==> src/rtl/rr_mux_scheduler.sv <==
// rtl/rr_mux_scheduler.sv - round-robin 8:1 bit-select scheduler with valid/ready output stream
module rr_mux_scheduler #(
  parameter int HOLD_MAX = 4
) (
  input  logic       clk,
  input  logic       rst,
  input  logic [7:0] req,
  input  logic [7:0] data_in,
  input  logic       out_ready,
  output logic [2:0] sel,
  output logic [7:0] grant,
  output logic       out_valid,
  output logic       out_data,
  output logic       busy
);

  typedef enum logic {IDLE, GRANT} state_t;

  localparam logic [3:0] CNT_LAST = 4'(HOLD_MAX - 1);

  state_t     state_q, state_d;
  logic [2:0] sel_q, sel_d;
  logic [2:0] ptr_q, ptr_d;
  logic [7:0] grant_q, grant_d;
  logic [3:0] cnt_q, cnt_d;

  logic [2:0] pick;
  logic [2:0] idx;
  logic       found;
  logic       xfer;

  // First requesting index in rotating order ptr, ptr+1, ... (3-bit wrap).
  always_comb begin
    pick  = ptr_q;
    found = 1'b0;
    idx   = '0;
    for (int k = 0; k < 8; k++) begin
      idx = ptr_q + 3'(k);
      if (!found && req[idx]) begin
        pick  = idx;
        found = 1'b1;
      end
    end
  end

  assign busy      = (state_q == GRANT);
  assign out_valid = busy & req[sel_q];
  assign xfer      = out_valid & out_ready;
  assign out_data  = data_in[sel_q];
  assign sel       = sel_q;
  assign grant     = grant_q;

  always_comb begin
    state_d = state_q;
    sel_d   = sel_q;
    ptr_d   = ptr_q;
    grant_d = grant_q;
    cnt_d   = cnt_q;
    case (state_q)
      IDLE: begin
        grant_d = '0;
        if (found) begin
          sel_d   = pick;
          grant_d = 8'h01 << pick;
          cnt_d   = '0;
          state_d = GRANT;
        end
      end
      GRANT: begin
        if (xfer) cnt_d = cnt_q + 4'd1;
        // Tenure ends when the owner withdraws or its last allowed transfer completes.
        if (!req[sel_q] || (xfer && cnt_q == CNT_LAST)) begin
          ptr_d   = sel_q + 3'd1;
          grant_d = '0;
          state_d = IDLE;
        end
      end
      default: state_d = IDLE;
    endcase
  end

  always_ff @(posedge clk) begin
    if (rst) begin
      state_q <= IDLE;
      sel_q   <= '0;
      ptr_q   <= '0;
      grant_q <= '0;
      cnt_q   <= '0;
    end else begin
      state_q <= state_d;
      sel_q   <= sel_d;
      ptr_q   <= ptr_d;
      grant_q <= grant_d;
      cnt_q   <= cnt_d;
    end
  end

endmodule
==> config.mk <==
export PLATFORM = sky130hd
export DESIGN_NAME = rr_mux_scheduler
export DESIGN_NICKNAME = d
export VERILOG_FILES = /design/src/rtl/rr_mux_scheduler.sv
export SDC_FILE = /design/constraint.sdc
export NUM_CORES = 1
export LEC_CHECK = 0
export CAP_MARGIN = 20
export CORE_MARGIN = 4
export CORE_UTILIZATION = 40
export CTS_BUF_LIST = sky130_fd_sc_hd__clkbuf_16
export DETAILED_ROUTE_END_ITERATION = 10
export PLACE_DENSITY = 0.67
export SLEW_MARGIN = 30
export SYNTH_ARGS = -nofsm -noshare
export SYNTH_HDL_FRONTEND = slang
export SYNTH_SLANG_ARGS = --single-unit
==> constraint.sdc <==
create_clock -name clk -period 3.9 [get_ports clk]
set_input_delay 0.78 -clock clk [delete_from_list [all_inputs] [get_ports clk]]
set_output_delay 0.78 -clock clk [all_outputs]
set_load 0.005 [all_outputs]
==> summary.md <==
| Metric | Value |
|---|---|
| Post-synthesis async set-or-reset flop share | 0 |
| Post-synth EDFFs | 0 |
| First-pass GRT wire length | 7700 um |
| FP Rows | 24 |
| Skew-Pair Late Insertion Delay | about 0.25 ns |
| Avg Vias per Cell | 6.152 |
| CP arrival | 3.68 ns |
| Reg-to-reg slack, setup | 0.41 ns |
| Starting Density | 0.4215 |
| Clk_skew | 0.002011 ns |
| Pleak | 0.8164 nW |
| Post-route ant nets | 0 |
| Die Span Y | roughly 76 um |
| Max IR drop VDD | 0.2284 mV |
| Remaining Overflow, GRT | 0 |
| Final Critical Period | roughly 3.5 ns |
| Max-slew headroom | 0.5820 |
| Core ar. | 4414 um^2 |
| Pins over their slew limit | 0 |
| CP Capture Type | register |
| Clk root buf | clkbuf_16 |
| Count of final setup violators | 0 |
| Clock Sinks | 19 |
| Fin area | 2331 um^2 |
| FF+latch count, synth | 19 |
| Clock-pin slew of the registers on the worst-case setup and hold paths | 0.05 ns |
| CTS Hold Buffers Added | 0 |
| Critical Path RT | ~4.1 ns |
| Final clock period utilization by the worst path | 0.8945 |
| Die ar. | between 5000 and 6000 um^2 |
| Worst Hold Depth | 2 |
| Die width | 76.20 um |
| Avg WL per Cell | approximately 17 um |
| Mapped cell area | ~1900 um^2 |
| Dominant synthesized flop cell | dfxtp_1 |
| Port buffer count | 32 |
| Placed Instances | 273 |
| Critical path class | reg2reg |
| Hold endpoint | grant[7] |
| Final hold viol count | 0 |
| Gpl congestion | 0.7955 |
| H-tree depth | 1 |
| Placed cell area | 2252 um^2 |
| Initial antenna violation count | 0 |
| TNS Setup | 0 ns |
| Syn. warnings | 0 |
| Post-DP HPWL | between 3000 and 4000 um |
| Aggregate global-route resource usage | 0.1543 |
| Netlist cell types | 58 |
| Max cap viols | 0 |
| Reg-to-Reg End | grant[2] |
| WL final | 4600 um |
| Worst Path Max Fanout | 11 |
| Area delta synth->final | 25.29% |
| Avg Cell Area, Syn | 9.741 um^2 |
| Seq/Total Area, Yosys | 0.2044 |
| Largest net degree at the start of global routing | 19 |
| Peak Freq | between 0.2 and 0.3 GHz |
| Final std cells w/o fill | roughly 280 |
| Diodes inserted | 0 |
| Hold_sp | grant[7] |
| CP Launch Type | register |
| Ports | 33 |
| Vias in the first global route | 1,577 |
| DRT Pass-1 Iters | 4 |
| DR DRC count | 0 |
| CTS buffer count | 3 |
| Post-CTS sizing | 0 |
| Hold crit path type | reg2reg |
| DR iter-0 viols | 234 |
| Cell count after synthesis | 191 |
| Post-CTS setup buffer count | 0 |
| Cell count of the worst reg-to-reg path | 9 |
| Final Net Count | 249 |
| Slew @ Worst Pin | 0.6251 ns |
| Unrepaired setup endpoints after global routing | false |
| Share of layout cells above drive strength 1 | 0.1911 |
| Syn nets | 214 |
| Worst r2r src | ptr_q[1] |
| Clock Path Buffers | 2 |
| Vias | approximately 1,700 |
| CTS tree | done |
| Pwr Total | 0.9811 mW |
| PwrDens | 420.9 nW/um^2 |
| Outcome | complete, no violations |
## power breakdown
part	switching (mW)	internal (mW)
logic	0.264	0.268
registers	0.0270	0.217
clock network	0.0692	0.136
## metal layers
metal / routed length (um) / share of wire / track usage / up-vias
met2: 2221 / 0.48 / 0.2466 / 51
met3: 243 / 0.053 / 0.02482 / 2
li1: - / - / - / 824
met1: 2118 / 0.46 / 0.2251 / 827
met5: 0 / 0 / 0 / -
met4: 17 / 0.0037 / 0.01923 / 0
## worst max-delay path, stage by stage (launching register included)
cell	delay (ns)
dfxtp_1	0.32
inv_1	0.11
ha_1	0.64
mux2_1	0.42
mux4_2	0.52
a32o_1	0.30
a31o_1	0.21
or3_4	0.36
a211oi_4	0.32
a32o_1	0.21
## registers in the layout (all words and copies together), names as in the netlist
signal / flops
busy: 1
ptr_q: 3
cnt_q: 4
sel: 3
grant: 8
## final cells by class
type                    count  area (um^2)
clock buffers               3        75.07
clock inverters             1        3.754
fillers                   391         2083
inverters                   5        18.77
multi-input cells         157         1408
flip-flops and latches     19        380.4
well taps                  52        65.06
repair buffers             40        380.4
## how the worst max path moves through the flow
stage,depth (start not counted),slack (ns),to,from
final,9,0.41,grant[2],ptr_q[1]
after global routing,9,0.27,grant[3],ptr_q[1]
after CTS,9,0.44,grant[2],ptr_q[1]
after detailed placement,8,0.22,grant[2],req[7]
after global placement,8,0.23,grant[0],req[7]
after floorplan,11,0.60,grant[0],ptr_q[1]
## placed cells by master (no fill, tap or decap), drive strengths merged, types with 3 or more instances in the layout
cell type | netlist | final
xor2 | 4 | 4
nor3 | 5 | 5
clkdlybuf4s50 | 0 | 32
clkbuf | 2 | 3
a211oi | 4 | 4
nor2b | 3 | 3
a32o | 5 | 5
inv | 5 | 6
or3b | 3 | 3
nor2 | 11 | 11
mux4 | 17 | 17
buf | 8 | 8
a21oi | 11 | 11
o31ai | 5 | 5
mux2i | 17 | 17
nand3 | 3 | 3
dfxtp | 19 | 19
ha | 4 | 4
nand2 | 16 | 16
mux2 | 6 | 6
o21ai | 6 | 6
## kinds of logic (layout without fill, tap and decap cells)
kind of cell / count (synthesis) / in the layout / synth area share
AND/OR/NAND/NOR: 60 / 60 / 0.1775
AO/OA/AOI/OAI: 47 / 47 / 0.1863
multiplexers: 40 / 40 / 0.3376
flip-flops: 19 / 19 / 0.2044
buffers and inverters: 15 / 49 / 0.03900
XOR/XNOR: 6 / 6 / 0.02824
adder cells (fa/ha/maj): 4 / 4 / 0.02690
## cells in the mapped netlist (4+ instances only)
cell type	count	area share
nor3_1	5	0.013
buf_2	4	0.011
nand2_1	16	0.032
mux4_2	17	0.21
inv_1	4	0.0081
a21oi_1	11	0.030
xor2_1	4	0.019
ha_1	4	0.027
dfxtp_1	19	0.20
o21ai_0	4	0.011
o31ai_1	5	0.020
mux2i_1	17	0.091
a32o_1	5	0.027
nor2_1	11	0.022
## per-stage QoR
step / hold slack [ns] / worst slack (ns) / util
5_1_grt: 0.4706 / 0.2711 / 0.5281
6_report: 0.4512 / 0.4115 / 0.5281
4_1_cts: 0.4620 / 0.4383 / 0.5281
2_1_floorplan: 0.4495 / 0.6014 / -
3_3_place_gp: 0.4444 / 0.2298 / 0.5102
3_5_place_dp: 0.4498 / 0.2249 / 0.5102
(Power assumes the default switching activity.)
